==> config.mk <==
export PLATFORM = sky130hd
export DESIGN_NAME = mem_bank_ctrl_flat
export DESIGN_NICKNAME = d
export VERILOG_FILES = /design/src/rtl/mem_bank_pkg.sv /design/src/rtl/mem_bank_ctrl_if.sv /design/src/rtl/mem_bank_lifo.sv /design/src/rtl/mem_bank_ctrl.sv /design/src/flat_wrapper.sv
export SDC_FILE = /design/constraint.sdc
export NUM_CORES = 1
export LEC_CHECK = 0
export CORE_MARGIN = 3
export CORE_UTILIZATION = 40
export CTS_CLUSTER_SIZE = 40
export DETAILED_ROUTE_END_ITERATION = 16
export GPL_ROUTABILITY_DRIVEN = 0
export SYNTH_ARGS = -nofsm -noshare
export SYNTH_HDL_FRONTEND = slang
export SYNTH_SLANG_ARGS = --single-unit
==> constraint.sdc <==
create_clock -name clk -period 2.2 [get_ports clk]
set_input_delay 0.33 -clock clk [delete_from_list [all_inputs] [get_ports clk]]
set_output_delay 0.33 -clock clk [all_outputs]
set_load 0.01 [all_outputs]
==> src/rtl/mem_bank_pkg.sv <==
// Shared types and helpers for the memory bank select controller.
package mem_bank_pkg;

    localparam int unsigned BANK_W_MAX = 16;

    typedef enum logic [2:0] {
        OP_NOP  = 3'd0,
        OP_LOAD = 3'd1,
        OP_INC  = 3'd2,
        OP_DEC  = 3'd3,
        OP_PUSH = 3'd4,
        OP_POP  = 3'd5
    } bank_op_e;

    typedef enum logic {
        DIR_UP   = 1'b0,
        DIR_DOWN = 1'b1
    } bank_dir_e;

    // Step one bank up or down, wrapping at max_bank rather than at the field width.
    function automatic logic [BANK_W_MAX-1:0] wrap_bank(
        input logic [BANK_W_MAX-1:0] cur,
        input logic [BANK_W_MAX-1:0] max_bank,
        input bank_dir_e             dir
    );
        if (dir == DIR_UP) begin
            return (cur == max_bank) ? '0 : cur + BANK_W_MAX'(1);
        end
        return (cur == '0) ? max_bank : cur - BANK_W_MAX'(1);
    endfunction

endpackage

==> src/rtl/mem_bank_ctrl_if.sv <==
// Control/status bundle between the control unit and the bank select controller.
interface mem_bank_ctrl_if #(
    parameter int unsigned WIDTH = 2,
    parameter int unsigned DEPTH = 4
);
    import mem_bank_pkg::*;

    localparam int unsigned LVL_W = $clog2(DEPTH + 1);

    logic             ce;
    bank_op_e         op;
    logic [WIDTH-1:0] new_bank;
    logic             err_clr;
    logic [WIDTH-1:0] bank;
    logic [LVL_W-1:0] level;
    logic             stack_full;
    logic             stack_empty;
    logic             err;

    modport master (
        output ce, op, new_bank, err_clr,
        input  bank, level, stack_full, stack_empty, err
    );

    modport slave (
        input  ce, op, new_bank, err_clr,
        output bank, level, stack_full, stack_empty, err
    );

endinterface

==> src/rtl/mem_bank_lifo.sv <==
// Register-array LIFO holding saved bank context; top entry is always visible on dout.
module mem_bank_lifo #(
    parameter int unsigned WIDTH = 2,
    parameter int unsigned DEPTH = 4
) (
    input  logic                         clk,
    input  logic                         rst,
    input  logic                         push,
    input  logic                         pop,
    input  logic [WIDTH-1:0]             din,
    output logic [WIDTH-1:0]             dout,
    output logic [$clog2(DEPTH+1)-1:0]   level,
    output logic                         full,
    output logic                         empty
);
    localparam int unsigned LVL_W = $clog2(DEPTH + 1);
    localparam int unsigned IDX_W = (DEPTH > 1) ? $clog2(DEPTH) : 1;

    logic [WIDTH-1:0] mem [DEPTH];
    logic [LVL_W-1:0] level_q;

    // Contents need no reset: only entries below level are ever read.
    always_ff @(posedge clk) begin
        if (push && !full) begin
            mem[IDX_W'(level_q)] <= din;
        end
    end

    always_ff @(posedge clk or posedge rst) begin
        if (rst) begin
            level_q <= '0;
        end else if (push && !full) begin
            level_q <= level_q + LVL_W'(1);
        end else if (pop && !empty) begin
            level_q <= level_q - LVL_W'(1);
        end
    end

    assign dout  = mem[IDX_W'(level_q - LVL_W'(1))];
    assign level = level_q;
    assign full  = (level_q == LVL_W'(DEPTH));
    assign empty = (level_q == '0);

endmodule

==> src/rtl/mem_bank_ctrl.sv <==
// Current bank select for the CPU data path with wrap stepping, range check,
// save/restore stack and a sticky error flag for illegal requests.
module mem_bank_ctrl
    import mem_bank_pkg::*;
#(
    parameter int unsigned WIDTH    = 2,
    parameter int unsigned MAX_BANK = 2**WIDTH - 1,
    parameter int unsigned DEPTH    = 4
) (
    input  logic            clk,
    input  logic            rst,
    mem_bank_ctrl_if.slave  bus
);
    localparam logic [WIDTH-1:0] MAX_B = WIDTH'(MAX_BANK);

    logic [WIDTH-1:0] bank_q;
    logic [WIDTH-1:0] bank_nxt;
    logic             err_q;
    logic             set_err;
    logic             push;
    logic             pop;
    logic             new_legal;
    logic [WIDTH-1:0] lifo_top;
    logic             lifo_full;
    logic             lifo_empty;

    assign new_legal = (bus.new_bank <= MAX_B);

    // Op decode and legality: an illegal op changes nothing but the error flag.
    always_comb begin
        bank_nxt = bank_q;
        set_err  = 1'b0;
        push     = 1'b0;
        pop      = 1'b0;
        if (bus.ce) begin
            case (bus.op)
                OP_NOP: ;
                OP_LOAD: begin
                    if (new_legal) bank_nxt = bus.new_bank;
                    else           set_err  = 1'b1;
                end
                OP_INC:  bank_nxt = WIDTH'(wrap_bank(BANK_W_MAX'(bank_q), BANK_W_MAX'(MAX_B), DIR_UP));
                OP_DEC:  bank_nxt = WIDTH'(wrap_bank(BANK_W_MAX'(bank_q), BANK_W_MAX'(MAX_B), DIR_DOWN));
                OP_PUSH: begin
                    if (!lifo_full && new_legal) begin
                        push     = 1'b1;
                        bank_nxt = bus.new_bank;
                    end else begin
                        set_err  = 1'b1;
                    end
                end
                OP_POP: begin
                    if (!lifo_empty) begin
                        pop      = 1'b1;
                        bank_nxt = lifo_top;
                    end else begin
                        set_err  = 1'b1;
                    end
                end
                default: set_err = 1'b1;
            endcase
        end
    end

    always_ff @(posedge clk or posedge rst) begin
        if (rst) begin
            bank_q <= '0;
        end else begin
            bank_q <= bank_nxt;
        end
    end

    // A new error in the same cycle as a clear must not be lost.
    always_ff @(posedge clk or posedge rst) begin
        if (rst) begin
            err_q <= 1'b0;
        end else if (set_err) begin
            err_q <= 1'b1;
        end else if (bus.err_clr) begin
            err_q <= 1'b0;
        end
    end

    mem_bank_lifo #(
        .WIDTH (WIDTH),
        .DEPTH (DEPTH)
    ) u_lifo (
        .clk   (clk),
        .rst   (rst),
        .push  (push),
        .pop   (pop),
        .din   (bank_q),
        .dout  (lifo_top),
        .level (bus.level),
        .full  (lifo_full),
        .empty (lifo_empty)
    );

    assign bus.bank        = bank_q;
    assign bus.err         = err_q;
    assign bus.stack_full  = lifo_full;
    assign bus.stack_empty = lifo_empty;

endmodule

==> src/flat_wrapper.sv <==
// flat-port wrapper written by rule: the top's interface ports become plain ports
module mem_bank_ctrl_flat import mem_bank_pkg::*;
#(
    parameter int unsigned WIDTH    = 2,
    parameter int unsigned MAX_BANK = 2**WIDTH - 1,
    parameter int unsigned DEPTH    = 4
)
  (clk, rst, bus_ce, bus_op, bus_new_bank, bus_err_clr, bus_bank, bus_level, bus_stack_full, bus_stack_empty, bus_err);
  mem_bank_ctrl_if #(.WIDTH(WIDTH), .DEPTH(DEPTH)) bus_i ();
  input  logic clk;
  input  logic rst;
  input wire logic [$bits(bus_i.ce)-1:0] bus_ce;
  input wire logic [$bits(bus_i.op)-1:0] bus_op;
  input wire logic [$bits(bus_i.new_bank)-1:0] bus_new_bank;
  input wire logic [$bits(bus_i.err_clr)-1:0] bus_err_clr;
  output wire logic [$bits(bus_i.bank)-1:0] bus_bank;
  output wire logic [$bits(bus_i.level)-1:0] bus_level;
  output wire logic [$bits(bus_i.stack_full)-1:0] bus_stack_full;
  output wire logic [$bits(bus_i.stack_empty)-1:0] bus_stack_empty;
  output wire logic [$bits(bus_i.err)-1:0] bus_err;
  assign bus_i.ce = bus_ce;
  assign bus_i.op = bus_op;
  assign bus_i.new_bank = bus_new_bank;
  assign bus_i.err_clr = bus_err_clr;
  assign bus_bank = bus_i.bank;
  assign bus_level = bus_i.level;
  assign bus_stack_full = bus_i.stack_full;
  assign bus_stack_empty = bus_i.stack_empty;
  assign bus_err = bus_i.err;
  mem_bank_ctrl #(.WIDTH(WIDTH), .MAX_BANK(MAX_BANK), .DEPTH(DEPTH)) u_core (.clk(clk), .rst(rst), .bus(bus_i));
endmodule
==> results_dict.tcl <==
set metrics [dict create \
    outcome "completed" \
    yosysWarnings 0 \
    dieArea_um2 2826 \
    fmax_mhz 482.1 \
    min_period_over_period_pct 94.28 \
    h-tree-depth 1 \
    synth_area_leaders "edfxtp_1 27%, dfrtp_1 17%, ha_1 9.8%" \
    cp_max_fo 4 \
    place_inst 117 \
    grt_pass1_vias 613 \
    clock_sinks 14 \
    clkSlewWorstSetupHoldPaths_ns 0.09 \
    synthArstFlopShare_pct 42.86 \
    drtIter0Drc 10 \
    worst_pin_slew_ns 0.4860 \
    dr.pass1.iters 4 \
    postSynthCellCount 72 \
    postPlaceCellArea_um2 1087 \
    io_buffer_count 16 \
    setup_violations 0 \
    hold_viol 0 \
    grt_pass1_wl_mm 2.815 \
    drc 0 \
    totalWireLength_mm 1.726 \
    fillers 194 \
    leakage_nw 0.4504 \
    insertion_delay_ns 0.28 \
    via_per_inst 4.942 \
    worstSetupPathType "flop to output port" \
    post-route-util_pct 54.66 \
    cts_post_setup_buffers_inserted 0 \
    vias 598 \
    hpwl_mm 1.343 \
    ys_seq_area_share_pct 43.88 \
    start_kind "flop" \
    synth_top_cell_by_area "edfxtp_1" \
    required_ns 1.87 \
    antenna_found_initial 0 \
    min_period_ns 2.074 \
    ys_ff_latch 14 \
    area_growth_pct 25.46 \
    hold_class "primary input to async pin" \
    maxSlewViolCount 0 \
    crit_arrival_ns 1.74 \
    synth-edff-count 8 \
    synth_ff_type "edfxtp_1" \
    synth_nets 88 \
    initial_core_util_pct 43.57 \
    synth_top_area_share_pct 27.00 \
    power_density_nw_per_um2 1034 \
    stdcell_count 121 \
    cts_tree "yes" \
    design_area_um2 1116 \
    endpoint_kind "output port" \
    grt_usage_pct 14.35 \
    finalNetCount 111 \
    skew_ns 0.006161 \
    layout-drive-gt1-share_pct 22.34 \
    worst_slack_ns 0.1259 \
    synth_area_um2 889.6 \
    rsz0062_at_grt "false" \
    dp_slack_ns 0.1855 \
    grt_max_degree 10 \
    placementRows 16 \
    die_h_um 53.16 \
    relSlewSlack_pct 67.14 \
    ios 17 \
    setup-tns-final_ns 0 \
    n_antenna_cell 0 \
    synth.distinct_cells 34 \
    cts.path.max_buffers 2 \
    ant_nets 0 \
    cts_root_buf "clkbuf_4" \
    coreArea_um2 2042 \
    max_cap_violations 0 \
    die_w_um 53.16 \
    grt_overflow 0 \
    peakVddDrop_mv 0.6387 \
    numCtsBuffers 3 \
    drt-wirelength-per-cell_um 14.26 \
    avgSynthCellArea_um2 12.36 \
]
[flip-flops by register name, indices dropped and copies added (netlist names)]
register / flops
u_core.bus.bank: 2
u_core.u_lifo.mem: 8
u_core.bus.err: 1
u_core.u_lifo.level: 3
[metrics by stage]
step / power (mW) / hold WS [ns]
finish: 1.154 / 0.2671
floorplan: 0.7525 / 0.1210
global route: 1.253 / 0.2747
CTS: 1.162 / 0.2757
detailed placement: 1.007 / 0.5352
global placement: 1.001 / 0.5349
[cells in the final DEF, fill, tap and decap left out, types with 2 or more instances in the layout]
cell type and n:
clkdlybuf4s50_1 16, edfxtp_1 8, ha_1 6, dfrtp_1 6, inv_1 5, buf_4 5, nand2_1 4, nor2_1 3
and2_1 3, clkbuf_4 3, inv_2 2, xnor2_1 2, mux2i_1 2, a21oi_1 2, o22ai_1 2, mux4_2 2
nor3_1 2
[power breakdown]
| part | internal, mW | switching [mW] |
|---|---|---|
| clock network | 0.0657 | 0.0823 |
| registers | 0.346 | 0.0477 |
| logic | 0.328 | 0.285 |
| total | 0.739 | 0.415 |
[worst max-delay path: stages (launching register included)]
cell	delay (ns)
dfrtp_1	0.43
inv_2	0.10
ha_2	0.20
nor2b_4	0.19
clkdlybuf4s50_1	0.55
[worst paths after layout]
kind / endpoint / slack [ns] / startpoint / depth (start not counted)
worst min-delay path: u_core.u_lifo.level[1] / 0.27 / rst / 2
min in group clk: u_core.bus.err / 0.55 / u_core.bus.err / 2
worst max-delay path: bus_stack_empty / 0.13 / u_core.u_lifo.level[1] / 4
worst max register to register: u_core.bus.bank[1] / 0.40 / u_core.bus.bank[0] / 6
max in group asynchronous: u_core.bus.bank[1] / 1.72 / rst / 2
worst min register to register: u_core.bus.err / 0.55 / u_core.bus.err / 2
[per-layer routing]
| metal | vias to the layer above | track usage, % | wire length [um] |
|---|---|---|---|
| li1 | 300 | - | - |
| met2 | 10 | 25.41 | 893 |
| met3 | 0 | 2.817 | 50 |
| met4 | 0 | 3.830 | 0 |
| met1 | 288 | 17.58 | 783 |
| met5 | - | 0 | 0 |
[final cells by class]
class	count	area, um^2	area share, %
multi-input combinational	48	441.7	39.57
sequential	14	390.4	34.98
timing repair buffer	21	197.7	17.71
tap	27	33.78	3.027
inverter	7	26.28	2.354
clock buffer	3	22.52	2.018
clock inverter	1	3.754	0.3363
[logic make-up after synthesis]
group,Yosys count,share of synthesized area (%)
AND/OR/NAND/NOR,24,19.83
flip-flops,14,43.88
buffers and inverters,10,6.750
AO/OA/AOI/OAI,9,7.736
adder cells (fa/ha/maj),7,9.845
multiplexers,5,9.001
XOR/XNOR,3,2.954
[Yosys cell counts, types with 2 or more instances]
library cell  number
mux2i_1            2
mux4_2             2
a21oi_1            2
buf_6              3
nor2_1             3
inv_1              6
ha_1               7
nor3_1             2
o22ai_1            2
and2_1             3
edfxtp_1           8
xnor2_1            2
nand2_1            4
dfrtp_1            6
[repair_timing]
item / in CTS / in global routing
hold buffers: 0 / 0
setup endpoints to repair: 0 / 2
resized for setup: 0 / 2
No activity file was read; power rests on OpenSTA's default activity.
